File: src/rtl/tow_game_ctrl.sv
// Tug-of-war game controller: edge-detects the buttons and sequences IDLE/READY/PLAY/WIN/FOUL.
// Optional per-player win tallies are built only when TOW_WIN_COUNT_EN is defined.
module tow_game_ctrl #(
    parameter int READY_CYCLES = 50000000,
    parameter int FLASH_CYCLES = 12500000
) (
    input  logic       clk,
    input  logic       reset,
    input  logic       start,
    input  logic       btn_l,
    input  logic       btn_r,
    output logic [1:0] led_control,
    output logic [6:0] score,
    output logic [1:0] winner,
    output logic [3:0] wins_l,
    output logic [3:0] wins_r
);

    localparam logic [6:0]  CENTER     = 7'b0001000;
    localparam logic [6:0]  LEFT_GOAL  = 7'b1000000;
    localparam logic [6:0]  RIGHT_GOAL = 7'b0000001;
    localparam logic [31:0] READY_LOAD = 32'(READY_CYCLES - 1);
    localparam logic [31:0] FLASH_LOAD = 32'(FLASH_CYCLES - 1);

    typedef enum logic [2:0] {
        IDLE  = 3'd0,
        READY = 3'd1,
        PLAY  = 3'd2,
        WIN   = 3'd3,
        FOUL  = 3'd4
    } state_t;

    state_t      state_r, state_s;
    logic        start_q_r, btn_l_q_r, btn_r_q_r;
    logic        start_press_s, l_press_s, r_press_s;
    logic [31:0] timer_r, timer_s;
    logic [1:0]  led_r, led_s;
    logic [6:0]  score_r, score_s;
    logic [1:0]  winner_r, winner_s;

    assign start_press_s = start & ~start_q_r;
    assign l_press_s     = btn_l & ~btn_l_q_r;
    assign r_press_s     = btn_r & ~btn_r_q_r;

    // State, timer, edge registers and registered outputs
    always_ff @(posedge clk or posedge reset) begin
        if (reset) begin
            state_r   <= IDLE;
            start_q_r <= 1'b0;
            btn_l_q_r <= 1'b0;
            btn_r_q_r <= 1'b0;
            timer_r   <= 32'd0;
            led_r     <= 2'd0;
            score_r   <= CENTER;
            winner_r  <= 2'b00;
        end else begin
            state_r   <= state_s;
            start_q_r <= start;
            btn_l_q_r <= btn_l;
            btn_r_q_r <= btn_r;
            timer_r   <= timer_s;
            led_r     <= led_s;
            score_r   <= score_s;
            winner_r  <= winner_s;
        end
    end

    // Next-state and next-output logic; the output registers load the values of the next state
    always_comb begin
        state_s  = state_r;
        timer_s  = timer_r;
        led_s    = led_r;
        score_s  = score_r;
        winner_s = winner_r;
        case (state_r)
            IDLE: begin
                led_s   = 2'd0;
                score_s = CENTER;
                if (start_press_s) begin
                    state_s  = READY;
                    timer_s  = READY_LOAD;
                    winner_s = 2'b00;
                    led_s    = 2'd1;
                end else begin
                    state_s = IDLE;
                end
            end
            READY: begin
                led_s = 2'd1;
                // A foul press wins over timer expiry in the same cycle
                if (l_press_s || r_press_s) begin
                    state_s = FOUL;
                    led_s   = 2'd3;
                    if (l_press_s && r_press_s) begin
                        winner_s = 2'b00;
                    end else if (l_press_s) begin
                        winner_s = 2'b10;
                    end else begin
                        winner_s = 2'b01;
                    end
                end else if (timer_r == 32'd0) begin
                    state_s = PLAY;
                    led_s   = 2'd2;
                end else begin
                    timer_s = timer_r - 32'd1;
                end
            end
            PLAY: begin
                led_s = 2'd2;
                if (l_press_s && !r_press_s) begin
                    score_s = {score_r[5:0], 1'b0};
                end else if (r_press_s && !l_press_s) begin
                    score_s = {1'b0, score_r[6:1]};
                end else begin
                    score_s = score_r;
                end
                if (score_s == LEFT_GOAL) begin
                    state_s  = WIN;
                    winner_s = 2'b01;
                    timer_s  = FLASH_LOAD;
                end else if (score_s == RIGHT_GOAL) begin
                    state_s  = WIN;
                    winner_s = 2'b10;
                    timer_s  = FLASH_LOAD;
                end else begin
                    state_s = PLAY;
                end
            end
            WIN: begin
                if (start_press_s) begin
                    state_s  = READY;
                    score_s  = CENTER;
                    winner_s = 2'b00;
                    timer_s  = READY_LOAD;
                    led_s    = 2'd1;
                end else if (timer_r == 32'd0) begin
                    led_s   = (led_r == 2'd2) ? 2'd0 : 2'd2;
                    timer_s = FLASH_LOAD;
                end else begin
                    timer_s = timer_r - 32'd1;
                end
            end
            FOUL: begin
                led_s = 2'd3;
                if (start_press_s) begin
                    state_s  = READY;
                    score_s  = CENTER;
                    winner_s = 2'b00;
                    timer_s  = READY_LOAD;
                    led_s    = 2'd1;
                end else begin
                    state_s = FOUL;
                end
            end
            default: begin
                state_s  = IDLE;
                timer_s  = 32'd0;
                led_s    = 2'd0;
                score_s  = CENTER;
                winner_s = 2'b00;
            end
        endcase
    end

    assign led_control = led_r;
    assign score       = score_r;
    assign winner      = winner_r;

`ifdef TOW_WIN_COUNT_EN
    logic       win_entry_s;
    logic [3:0] tally_l_r, tally_r_r;

    assign win_entry_s = (state_s == WIN) && (state_r != WIN);

    // Saturating win tallies, bumped on the edge that enters WIN
    always_ff @(posedge clk or posedge reset) begin
        if (reset) begin
            tally_l_r <= 4'd0;
            tally_r_r <= 4'd0;
        end else begin
            if (win_entry_s && winner_s == 2'b01 && tally_l_r != 4'd15) begin
                tally_l_r <= tally_l_r + 4'd1;
            end else begin
                tally_l_r <= tally_l_r;
            end
            if (win_entry_s && winner_s == 2'b10 && tally_r_r != 4'd15) begin
                tally_r_r <= tally_r_r + 4'd1;
            end else begin
                tally_r_r <= tally_r_r;
            end
        end
    end

    assign wins_l = tally_l_r;
    assign wins_r = tally_r_r;
`else
    assign wins_l = 4'd0;
    assign wins_r = 4'd0;
`endif

endmodule

File: config.mk
export PLATFORM = sky130hd
export DESIGN_NAME = tow_game_ctrl
export DESIGN_NICKNAME = d
export VERILOG_FILES = /design/src/rtl/tow_game_ctrl.sv
export SDC_FILE = /design/constraint.sdc
export NUM_CORES = 1
export LEC_CHECK = 0
export ABC_AREA = 1
export BUFFER_PORTS_ARGS = -buffer_cell sky130_fd_sc_hd__buf_2
export CAP_MARGIN = 20
export CORE_ASPECT_RATIO = 1.2
export CORE_UTILIZATION = 50
export DETAILED_ROUTE_END_ITERATION = 16
export GPL_TIMING_DRIVEN = 0
export PLACE_DENSITY = 0.77
export SLEW_MARGIN = 40
export SYNTH_ARGS = -nofsm -noshare
export SYNTH_HDL_FRONTEND = slang
export SYNTH_SLANG_ARGS = --single-unit
File: constraint.sdc
create_clock -name clk -period 3.15 [get_ports clk]
set_clock_uncertainty 0.15 [all_clocks]
set_input_delay 0.1575 -clock clk [delete_from_list [all_inputs] [get_ports clk]]
set_output_delay 0.1575 -clock clk [all_outputs]
set_load 0.02 [all_outputs]
==> impl_metrics.toml <==
[outcome]
status = "finished clean"

[sta]
hold_viol_final = 0
tightest_slew_ns = 0.5957
setup_slack_ns = 0.6902
setup_viol = 0
drv_slew = 0
rsz0062_at_grt = "false"
min_period_ns = 2.460
fmax_ghz = 0.4065
fin_hold_ws_ns = 0.1286
fin_crit_sh_pct = 78.09
relSlewSlack_pct = 60.28
fin_setup_tns_ns = 0

[floorplanning]
io_pins = 24
core_mm2 = 0.006895
die_area_mm2 = 0.007536
initial_utilization_pct = 52.15
die_w_um = 79.42
die_h_um = 94.90
row_count = 33

[clocking]
cts_tree = "yes"
cts.sinks = 49
post_cts_resized = 0
clockRootBuffer = "clkbuf_8"
clock_latency_ns = 0.31
htree_levels = 2
clk_pin_slew_worst_paths_ns = 0.10
numCtsBuffers = 5
post_cts_buffers = 0
clk_path_buf_depth = 2

[logic_synthesis]
ys_seq_area_share_pct = 34.13
synth_top_area_cell = "dfrtp_1"
synth_async_sr_flop_share_pct = 100.0
synth_area_mm2 = 0.003596
ys.flop_type = "dfrtp_1"
synthTopCellsByArea = "dfrtp_1 (33%), nand2_1 (20%), nor2_1 (7.5%), nand3_1 (6.3%), inv_1 (5.1%)"
yosysMostFrequentCell = "nand2_1"
netlist.area_leader.share_pct = 33.40
synth_cell_type_count = 38
ys_seq_elements = 49
syn_avg_cell_area_um2 = 6.538
yosys_warnings = 0
netlist_instances = 550
synth_common_cells = "nand2_1 (191), nor2_1 (72), inv_1 (49), dfrtp_1 (48), nand3_1 (45)"
synth_edf_count = 0

[finish]
fin_nets = 591
final-instance-count-excl-fill = 672
diodes = 0
nFillCells = 695
drive_gt1_share_pct = 12.14
area_delta_synth_final_pct = 10.02

[routing]
first_pass_iters = 4
route.detailed.drc = 0
vias = 3691
viasPerCell = 5.493
wl_per_cell_um = 14.67
first_iter_violations = 257
wirelength_um = 9856
ant_nets = 0

[power]
power_frac_seq_pct = 29.4
intPower_w = 0.001686
clock_power_share_pct = 10.5
p_leak_nw = 2.018
irDropWorstVdd_uv = 570.0
switchingPower_w = 0.001969
power.density_mw_per_mm2 = 924.1
combinationalPowerShare_pct = 60.0
switching_share_pct = 53.87

[job]
drv_cap = 0

[grt]
grt_antenna_before_repair = 0
grt_max_degree = 41
grt_first_pass_wirelength_um = 16680
grt_usage_pct = 28.85
top_usage_layer = "met2"
grt_use_met2_pct = 50.29
met3_usage_pct = 3.671
grt_pass1_vias = 3536
use_met1_pct = 34.80
grt_overflow = 0

[placement]
io_buffers = 15
pre_cts_ws_ns = 0.7372
gp_congestion = 0.9802
dpl.cell_count = 660
hpwl_um = 7604

[worst_setup_path]
cp_max_fo = 10
cp.arrival_ns = 2.51
worstPathRequired_ns = 3.20
end_kind = "flop"
crit_type = "reg2reg"
startpoint_type = "flop"

[min_path]
worstHoldPathType = "in2async"
==> final timing paths <==
path | endpoint | cells after the start | slack, ns | startpoint
max | timer_r[22] | 9 | 0.69 | timer_r[22]
max in group asynchronous | score[3] | 4 | 2.23 | reset
max reg2reg | timer_r[22] | 9 | 0.69 | timer_r[22]
min | score[5] | 3 | 0.13 | reset
min reg2reg | winner[0] | 2 | 0.35 | winner[0]
min in group clk | winner[0] | 2 | 0.35 | winner[0]
==> metrics by stage <==
stage / util (%) / total power, W / instance area (µm²)
after floorplan: - / 0.002660 / 3622
after global placement: 55.20 / 0.003208 / 3806
after detailed placement: 55.53 / 0.003252 / 3829
after CTS: 57.38 / 0.003644 / 3956
after global routing: 57.38 / 0.004010 / 3956
final: 57.38 / 0.003656 / 3956
==> flip-flops by register name (all words and copies together), names as in the netlist <==
signal,cells
timer_r,32
score,7
state_r,3
led_control,2
winner,2
btn_l_q_r,1
btn_r_q_r,1
start_q_r,1
==> area by class of cell <==
class | count | area, µm² | share of cell area (%)
clock buffer | 6 | 72.57 | 1.834
buffer | 16 | 121.4 | 3.068
clock inverter | 2 | 15.01 | 0.3795
multi-input combinational | 435 | 2057 | 51.99
inverter | 57 | 219.0 | 5.534
sequential | 49 | 1227 | 31.02
tap | 87 | 108.9 | 2.751
timing repair buffer | 20 | 135.1 | 3.416
==> power by group through the flow <==
stage / sequential [W] / combinational, W / clock (W)
floorplan: 0.00107 / 0.00159 / 0
global placement: 0.00108 / 0.00213 / 0
detailed placement: 0.00108 / 0.00217 / 0
CTS: 0.00107 / 0.00218 / 0.000390
global route: 0.00111 / 0.00248 / 0.000423
finish: 0.00108 / 0.00219 / 0.000386
==> metal layers <==
layer / vias up / wire, µm
li1: 1806 / -
met1: 1723 / 4240
met2: 132 / 4803
met3: 30 / 455
met4: 0 / 357
met5: - / 0
==> cell families (layout without fill, tap and decap cells) <==
family,Yosys count,in the layout,share of synthesized area (%)
compound gates,59,59,8.942
fa+ha+maj,2,2,0.6958
flops,49,49,34.13
xor+xnor,12,12,2.923
buf+inv,73,101,9.395
simple gates,354,354,43.81
other cells,1,8,0.1043
==> critical path, cell delays in order, from the launching register on <==
cell and delay (ns):
dfrtp_1 0.46, nor2_1 0.29, nand2_1 0.13, nor2_2 0.18, nand4_1 0.28, a21oi_1 0.24
nand3_1 0.23, buf_4 0.25, nand2_1 0.07, nand2_1 0.06
==> placed cells by master, fill, tap and decap left out, types with 3 or more instances in the layout <==
master / netlist / final
inv_1: 49 / 48
nand2_4: 3 / 3
buf_2: 1 / 16
nor2_2: 8 / 8
o21ai_0: 26 / 26
buf_4: 10 / 10
xnor2_1: 5 / 5
conb_1: 1 / 8
inv_2: 7 / 7
o22ai_1: 6 / 6
xor2_1: 7 / 7
nand3_1: 45 / 45
clkbuf_1: 2 / 3
dfrtp_1: 48 / 48
nor2_1: 72 / 72
buf_6: 3 / 3
nor2_4: 3 / 3
nor3_1: 5 / 5
nand2_1: 191 / 191
clkbuf_8: 0 / 5
a21oi_1: 19 / 19
dlygate4sd3_1: 0 / 4
nand4_1: 15 / 15
==> repair_timing <==
action,in CTS,in global routing
hold endpoints to repair,51,0
hold buffers,4,0
endpoints found under the setup margin,0,0
Power figures use the tool's default switching activity.
